==> config.mk <==
export PLATFORM = sky130hd
export DESIGN_NAME = mux_rr_arbiter
export DESIGN_NICKNAME = d
export VERILOG_FILES = /design/src/rtl/mux_rr_arbiter_pkg.sv /design/src/rtl/mux.sv /design/src/rtl/mux_rr_arbiter_rr_pick.sv /design/src/rtl/mux_rr_arbiter.sv
export SDC_FILE = /design/constraint.sdc
export NUM_CORES = 1
export LEC_CHECK = 0
export BUFFER_PORTS_ARGS = -buffer_cell sky130_fd_sc_hd__buf_2
export CAP_MARGIN = 20
export CORE_MARGIN = 8
export CORE_UTILIZATION = 42
export CTS_CLUSTER_SIZE = 25
export DETAILED_ROUTE_END_ITERATION = 10
export PLACE_DENSITY_LB_ADDON = 0.2
export SLEW_MARGIN = 20
export SYNTH_ARGS = -nofsm -noshare
export SYNTH_HDL_FRONTEND = slang
export SYNTH_SLANG_ARGS = --single-unit
==> constraint.sdc <==
create_clock -name clk -period 2.2 [get_ports clk]
set_input_delay 0.55 -clock clk [delete_from_list [all_inputs] [get_ports clk]]
set_output_delay 0.55 -clock clk [all_outputs]
set_load 0.02 [all_outputs]
==> src/rtl/mux_rr_arbiter_pkg.sv <==
// Shared FSM encoding and requester-count helper for the round-robin mux arbiter.
// No logic of its own; imported by the arbiter top and its pick sub-module.
package mux_rr_arbiter_pkg;

   typedef enum logic {
      IDLE  = 1'b0,
      GRANT = 1'b1
   } state_t;

   function automatic int num_req(input int select_lines);
      return 1 << select_lines;
   endfunction

endpackage

==> src/rtl/mux.sv <==
// Generic 2**SELECT_LINES : 1 data mux, combinational (zero latency).
// No flow control; the select is owned entirely by the caller.
module mux #(
   parameter string ARCHITECTURE = "BEHAVIORAL",
   parameter int    SELECT_LINES = 1,
   parameter int    DATA_WIDTH   = 8
) (
   input  logic [DATA_WIDTH*(2**SELECT_LINES)-1:0] in_data,
   input  logic [SELECT_LINES-1:0]                 select,
   output logic [DATA_WIDTH-1:0]                   out_data
);

   localparam int N = 2 ** SELECT_LINES;

   if (ARCHITECTURE == "BEHAVIORAL") begin : g_behav
      always_comb begin
         out_data = in_data[DATA_WIDTH*select +: DATA_WIDTH];
      end
   end else begin : g_andor
      // Explicit AND-OR form for flows that dislike variable part-selects.
      always_comb begin
         out_data = '0;
         for (int k = 0; k < N; k++) begin
            out_data = out_data
                     | (in_data[DATA_WIDTH*k +: DATA_WIDTH] & {DATA_WIDTH{select == SELECT_LINES'(k)}});
         end
      end
   end

endmodule

==> src/rtl/mux_rr_arbiter_rr_pick.sv <==
// Round-robin pick: first set req bit after last_grant, wrapping; combinational.
// No flow control; found=0 when nothing is requesting.
module mux_rr_arbiter_rr_pick
   import mux_rr_arbiter_pkg::*;
#(
   parameter int SELECT_LINES = 2,
   localparam int N = num_req(SELECT_LINES)
) (
   input  logic [N-1:0]            req,
   input  logic [SELECT_LINES-1:0] last_grant,
   output logic                    found,
   output logic [SELECT_LINES-1:0] index
);

   logic [SELECT_LINES-1:0] cand;

   // Walk offsets from farthest to nearest so the nearest requester wins;
   // offset N wraps back to last_grant itself, the lowest priority.
   always_comb begin
      found = 1'b0;
      index = last_grant;
      cand  = last_grant;
      for (int i = N; i >= 1; i--) begin
         cand = last_grant + SELECT_LINES'(i);
         if (req[cand]) begin
            found = 1'b1;
            index = cand;
         end
      end
   end

endmodule

==> src/rtl/mux_rr_arbiter.sv <==
// Round-robin packet arbiter feeding one registered valid/ready stream; beats appear 1 cycle after accept.
// Holds grant to end of packet; in_ready drops while the output register is full and stalled.
module mux_rr_arbiter
   import mux_rr_arbiter_pkg::*;
#(
   parameter string BLOCK_NAME   = "mux_rr_arbiter",
   parameter int    X            = 0,
   parameter int    Y            = 0,
   parameter int    DX           = 0,
   parameter int    DY           = 0,
   parameter int    SELECT_LINES = 2,
   parameter int    DATA_WIDTH   = 8,
   localparam int   N            = num_req(SELECT_LINES)
) (
   input  logic                    clk,
   input  logic                    rst_n,
   input  logic [N-1:0]            in_valid,
   input  logic [N-1:0]            in_last,
   input  logic [DATA_WIDTH*N-1:0] in_data,
   output logic [N-1:0]            in_ready,
   output logic                    out_valid,
   output logic                    out_last,
   output logic [DATA_WIDTH-1:0]   out_data,
   input  logic                    out_ready,
   output logic [SELECT_LINES-1:0] out_select,
   output logic                    busy
);

   if ((SELECT_LINES < 1) || (X < 0) || (Y < 0) || (DX < 0) || (DY < 0) || (BLOCK_NAME == "")) begin : g_param_check
      $error("mux_rr_arbiter: illegal parameter set");
   end

   state_t                  state_q, state_d;
   logic [SELECT_LINES-1:0] grant_q, grant_d;
   logic [SELECT_LINES-1:0] last_grant_q, last_grant_d;
   logic                    out_valid_d, out_last_d;
   logic [DATA_WIDTH-1:0]   out_data_d;
   logic                    found;
   logic [SELECT_LINES-1:0] pick;
   logic [DATA_WIDTH-1:0]   mux_data;
   logic                    load;
   logic                    xfer;

   mux_rr_arbiter_rr_pick #(.SELECT_LINES(SELECT_LINES)) u_pick (
      .req        (in_valid),
      .last_grant (last_grant_q),
      .found      (found),
      .index      (pick)
   );

   mux #(
      .ARCHITECTURE ("BEHAVIORAL"),
      .SELECT_LINES (SELECT_LINES),
      .DATA_WIDTH   (DATA_WIDTH)
   ) u_mux (
      .in_data  (in_data),
      .select   (out_select),
      .out_data (mux_data)
   );

   assign out_select = grant_q;
   assign busy       = (state_q == GRANT);
   assign load       = !out_valid || out_ready;
   assign xfer       = busy && in_valid[grant_q] && load;

   always_comb begin
      in_ready = '0;
      if (busy) begin
         in_ready[grant_q] = load;
      end
   end

   always_comb begin
      state_d      = state_q;
      grant_d      = grant_q;
      last_grant_d = last_grant_q;
      out_valid_d  = out_valid;
      out_last_d   = out_last;
      out_data_d   = out_data;
      // A drained output register empties unless refilled by a transfer below.
      if (out_ready) begin
         out_valid_d = 1'b0;
      end
      case (state_q)
         IDLE: begin
            if (found) begin
               grant_d = pick;
               state_d = GRANT;
            end
         end
         GRANT: begin
            if (xfer) begin
               out_data_d  = mux_data;
               out_last_d  = in_last[grant_q];
               out_valid_d = 1'b1;
               if (in_last[grant_q]) begin
                  last_grant_d = grant_q;
                  state_d      = IDLE;
               end
            end
         end
         default: state_d = IDLE;
      endcase
   end

   always_ff @(posedge clk or negedge rst_n) begin
      if (!rst_n) begin
         state_q      <= IDLE;
         grant_q      <= '0;
         last_grant_q <= '1;
         out_valid    <= 1'b0;
         out_last     <= 1'b0;
         out_data     <= '0;
      end else begin
         state_q      <= state_d;
         grant_q      <= grant_d;
         last_grant_q <= last_grant_d;
         out_valid    <= out_valid_d;
         out_last     <= out_last_d;
         out_data     <= out_data_d;
      end
   end

endmodule

# Word level (Yosys, flattened, before mapping)

Index checks and enable logic that the tools add are counted.

Bits in registers: 15
Logic and storage cells: 55
Input port bits: 43
Output and inout port bits: 17

Bitwise operators: 2
Multiplexer cells: 29
Shifts and indexed selects: 1
Magnitude comparators: 6
Add/subtract/negate cells: 3
Reductions and logical operators: 8

Operators by type and width:

| operator            | number |
|---|---|
| $shiftx 32x6->8     | 1 |
| $mux 1              | 17 |
| $lt 2x3->1 const B  | 5 |
| $bmux 1 s2          | 6 |
| $mux 2              | 3 |
| $add 2x2->2 const B | 2 |
| $and 4x4->4         | 1 |
| $mux 4              | 1 |
| $reduce_and 2->1    | 2 |
| $logic_and 1x1->1   | 3 |
| $reduce_and 3->1    | 1 |
| $add 2x1->2 const B | 1 |
| $demux 1 s2         | 1 |
| $ge 2x1->1 const B  | 1 |
| $pmux 1 s2          | 1 |
| $logic_not 1->1     | 1 |
| $logic_or 1x1->1    | 1 |
| $not 1->1           | 1 |

# Logic depth before layout (Yosys ltp)

Word-level depth: 8
Mapped depth: 4
Gate-level depth less buffers: 3

# Hierarchy

A second synthesis with hierarchy kept.

Cell total of the unflattened synthesis: 67
Area total of the unflattened synthesis: 953.4 um^2

By module, submodules not included:

| module                 | sequential area each (um^2) | cells each | instances | area each (um^2) |
|---|---|---|---|---|
| mux_rr_arbiter         | 377.9                       | 43         | 1         | 674.4 |
| mux                    | 0.0                         | 10         | 1         | 196.4 |
| mux_rr_arbiter_rr_pick | 0.0                         | 14         | 1         | 82.6 |

# Worst setup path before layout

No wires, ideal clock.

Path kind: register -> output
Start point: register grant_q[1], in the netlist out_select[1]
End point: output port in_ready[2]
Data required time: 1.650 ns
Path slack: 0.220 ns
Stages on the path, launching flop included: 4
Path buffers: 1
Data arrival time: 1.430 ns
Cell sequence: dfrtp_1 > clkbuf_1 > inv_1 > nor3_1

Cells in the longest elaborated chain, start to end: 6
Elaborated cells on any way between the ends: 7
Those cells by class: 2 x order compare; 3 x mux; 1 x bitwise; 1 x reduce/logical

Ends and longest elaborated chain:

| item                                                                  | RTL line              | text |
|---|---|---|
| from (decl)                                                           | mux_rr_arbiter.sv:34  | `logic [SELECT_LINES-1:0] grant_q, grant_d;` |
| from (signal assigned)                                                | mux_rr_arbiter.sv:116 | `grant_q <= grant_d;` |
| $lt 2x3->1 (not written as such) / $ge 2x1->1 (equally long branches) | mux_rr_arbiter.sv:69  | `in_ready[grant_q] = load;` |
| $logic_and 1x1->1 (not written as such)                               | mux_rr_arbiter.sv:69  |  |
| $mux 1 (not written as such)                                          | mux_rr_arbiter.sv:69  |  |
| $demux 1 s2 *                                                         | mux_rr_arbiter.sv:69  |  |
| $and 4x4->4 (no source line) *                                        | n/a                   |  |
| $mux 4 *                                                              | mux_rr_arbiter.sv:68  | `if (busy) begin` |
| to (decl)                                                             | mux_rr_arbiter.sv:20  | `output logic [N-1:0] in_ready,` |

Mark *: on every way between the ends. The rest lies on a longest branch, timed or not.

# Worst setup path in the final report

Ends and elaborated chain as after synthesis.

==> impl_metrics.py <==
metrics = {
    "run_status": {
        "status": "completed",
    },
    "setup_path": {
        "max_stage_delay_ns": 0.64,
        "crit_chain": "inv_1 -> nor3_1 -> buf_2",
        "start_kind": "flop",
        "cp.arrival_ns": 1.42,
        "crit_type": "flop to primary output",
        "endpoint_kind": "primary output",
        "path_max_fanout": 14,
        "critPathTopFamily": "flip-flops",
        "cp_num_buf_inv": 2,
        "cp_data_required_time_ns": 1.65,
        "crit_path_top_delay_cell": "dfrtp_1",
    },
    "power": {
        "p_leak_nw": 0.6515,
        "powerDensity_nw_per_um2": 1362,
        "peakVddDrop_v": 0.0006173,
    },
    "yosys": {
        "synth_nets": 115,
        "synth_cell_types": 29,
        "ys_seq_area_frac": 0.3872,
        "yosys_register_bits": 15,
        "avgSynthCellArea_um2": 13.55,
        "synth_area_leaders": "dfrtp_1 (33%), mux4_1 (13%), mux2_2 (12%)",
        "synth.largest_area_cell": "dfrtp_1",
        "synth_top_area_share": 0.3333,
        "synth_area_um2": 975.9,
        "yosys_warnings": 0,
        "synthCells": 72,
    },
    "cells_and_area": {
        "design_area_um2": 1311,
        "fillCellCount": 204,
        "post-route-util": 0.5928,
        "nNetsFinal": 176,
        "antenna_cells": 0,
        "drive_gt1_frac": 0.6364,
        "synthToLayoutAreaGrowth_pct": 34.36,
    },
    "route": {
        "drt_iter0_markers": 32,
        "viasPerCell": 5.394,
        "remaining_drc_errors": 0,
        "avgRoutedWirePerCell_um": 16.18,
        "top_layer": "met4",
        "vias": 863,
        "met2WireLength_um": 1320,
        "routed-wl-met3_um": 279,
        "wl_met1_um": 951,
        "routed_wirelength_um": 2588,
        "ant_nets": 0,
        "first_pass_iters": 4,
    },
    "floorplanning": {
        "core_um2": 2212,
        "fp.dieW_um": 64.21,
        "die_h_um": 64.21,
        "die_area_um2": 4122,
        "io_pins": 60,
        "start_util": 0.4412,
        "rows": 17,
    },
    "min_path": {
        "hold_class": "input pin to asynchronous set/reset pin",
    },
    "timing": {
        "skew_ns": 0.001188,
        "setup-tns-final_ns": 0,
        "worst_pin_slew_ns": 0.4724,
        "finalWorstSetupSlack_ns": 0.2339,
        "min_period_over_period": 0.8937,
        "hold_violations": 0,
        "setup_viol": 0,
        "rsz0062_at_grt": "no",
        "final-max-slew-violation-count": 0,
        "fmax_ghz": 0.5086,
        "finalCriticalPeriod_ns": 1.966,
        "max-slew-margin-rel": 0.6851,
    },
    "cts": {
        "numCtsBuffers": 3,
        "cts_tree": "built",
        "clockBufferDepth": 2,
        "path_clk_slew_ns": 0.08,
        "cts_resized": 0,
        "clock_insertion_delay_worst_skew_ns": 0.28,
        "clock-sinks": 15,
        "htreeDepth": 1,
        "hold_buffers": 0,
        "cts_root_buffer": "clkbuf_4",
        "cts_setup_buffers": 0,
    },
    "placed_design": {
        "place_ws_ns": 0.3002,
        "numPortBuffers": 59,
        "dpl-instance-area_um2": 1285,
        "gp_congestion": 0.8054,
        "dp_hpwl_um": 2174,
    },
    "global_routing": {
        "grt_antenna_before_repair": 0,
        "grt_pass1_wl_um": 4271,
        "grt_max_degree": 16,
        "grt_pass1_vias": 884,
        "grt_usage": 0.1287,
        "overflow": 0,
    },
    "flow_run": {
        "drv_cap": 0,
    },
}
==> cell families after synthesis <==
kind of cell / count (synthesis) / share of synthesized area
buf+inv: 7 / 0.04487
mux: 21 / 0.3756
simple gates: 20 / 0.1256
flops: 15 / 0.3872
compound gates: 9 / 0.06667
==> cell usage in the layout, fill, tap and decap left out <==
cell      count
or4_1         1
a41oi_1       1
and3b_1       1
a21bo_2       1
a21o_1        1
mux2i_1       1
a21oi_1       2
nand2_1       4
nand2b_1      2
a22oi_1       1
clkbuf_1      1
o21ai_0       1
buf_2        59
dfstp_2       2
nand3_4       1
a21boi_0      1
nand4_2       1
nor2b_1       1
mux4_1        5
inv_1         2
mux2_2       10
nor2_1        3
nor3_1        4
buf_4         2
nor4_1        1
dfrtp_1      13
nand3_1       1
clkbuf_4      3
o41ai_1       1
mux4_2        5
==> registers in the layout, indices dropped and copies added, names as in the netlist <==
signal	count
last_grant_q	2
out_data	8
out_valid	1
out_select	2
out_last	1
busy	1
==> stage by stage <==
step	total power, mW	cells	hold WS, ns
2_1_floorplan	1.366	72	0.2544
3_3_place_gp	1.629	156	0.4686
3_5_place_dp	1.660	156	0.4684
4_1_cts	1.817	160	0.1554
5_1_grt	1.926	160	0.1671
6_report	1.786	160	0.1489
==> cell usage after synthesis <==
library cell	number
or4_1	1
nand3_1	1
nand4_2	1
a21oi_1	2
clkbuf_8	1
nor2b_1	1
o21ai_0	1
nor2_1	3
mux4_1	5
a21o_1	1
inv_1	2
mux4_2	5
nor4_1	1
nor3_1	4
nand3_4	1
nand2b_1	2
a21bo_2	1
o41ai_1	1
dfrtp_1	13
nand2_1	4
a22oi_1	1
a21boi_0	1
dfstp_2	2
mux2_2	10
a41oi_1	1
mux2i_1	1
and3b_1	1
clkbuf_1	3
buf_6	1
==> metal layers <==
metal | GRT usage | vias up
met2 | 0.2120 | 40
li1 | - | 408
met1 | 0.1412 | 411
met5 | 0 | -
met4 | 0.04087 | 0
met3 | 0.06620 | 4
==> where the power goes <==
| part | leakage [nW] | switching [mW] | internal (mW) | total (mW) |
|---|---|---|---|---|
| combinational | 0.465 | 0.527 | 0.528 | 1.05 |
| clock | 0.0150 | 0.0846 | 0.0704 | 0.155 |
| sequential | 0.172 | 0.145 | 0.432 | 0.577 |
| total | 0.651 | 0.756 | 1.03 | 1.79 |
==> layout make-up <==
cell class | instances | area, um^2 | area share
multi-input cells | 50 | 554.3 | 0.4227
repair buffers | 61 | 310.3 | 0.2366
well taps | 28 | 35.03 | 0.02672
clock buffers | 4 | 26.28 | 0.02004
inverters | 2 | 7.507 | 0.005725
flip-flops and latches | 15 | 377.9 | 0.2882
==> worst paths after layout <==
path / startpoint / cells after the start / end / slack [ns]
setup / recovery: out_select[1]$_DFFE_PN0P_ / 3 / in_ready[2] / 0.23
hold / removal: rst_n / 1 / out_data[1]$_DFFE_PN0P_ / 0.15
setup reg to reg: out_select[1]$_DFFE_PN0P_ / 3 / out_data[4]$_DFFE_PN0P_ / 0.45
max in group asynchronous: rst_n / 1 / last_grant_q[1]$_DFFE_PN1P_ / 1.76
min in group clk: out_last$_DFFE_PN0P_ / 1 / out_last$_DFFE_PN0P_ / 0.49
hold reg to reg: out_last$_DFFE_PN0P_ / 1 / out_last$_DFFE_PN0P_ / 0.49
(Power assumes the default switching activity.)
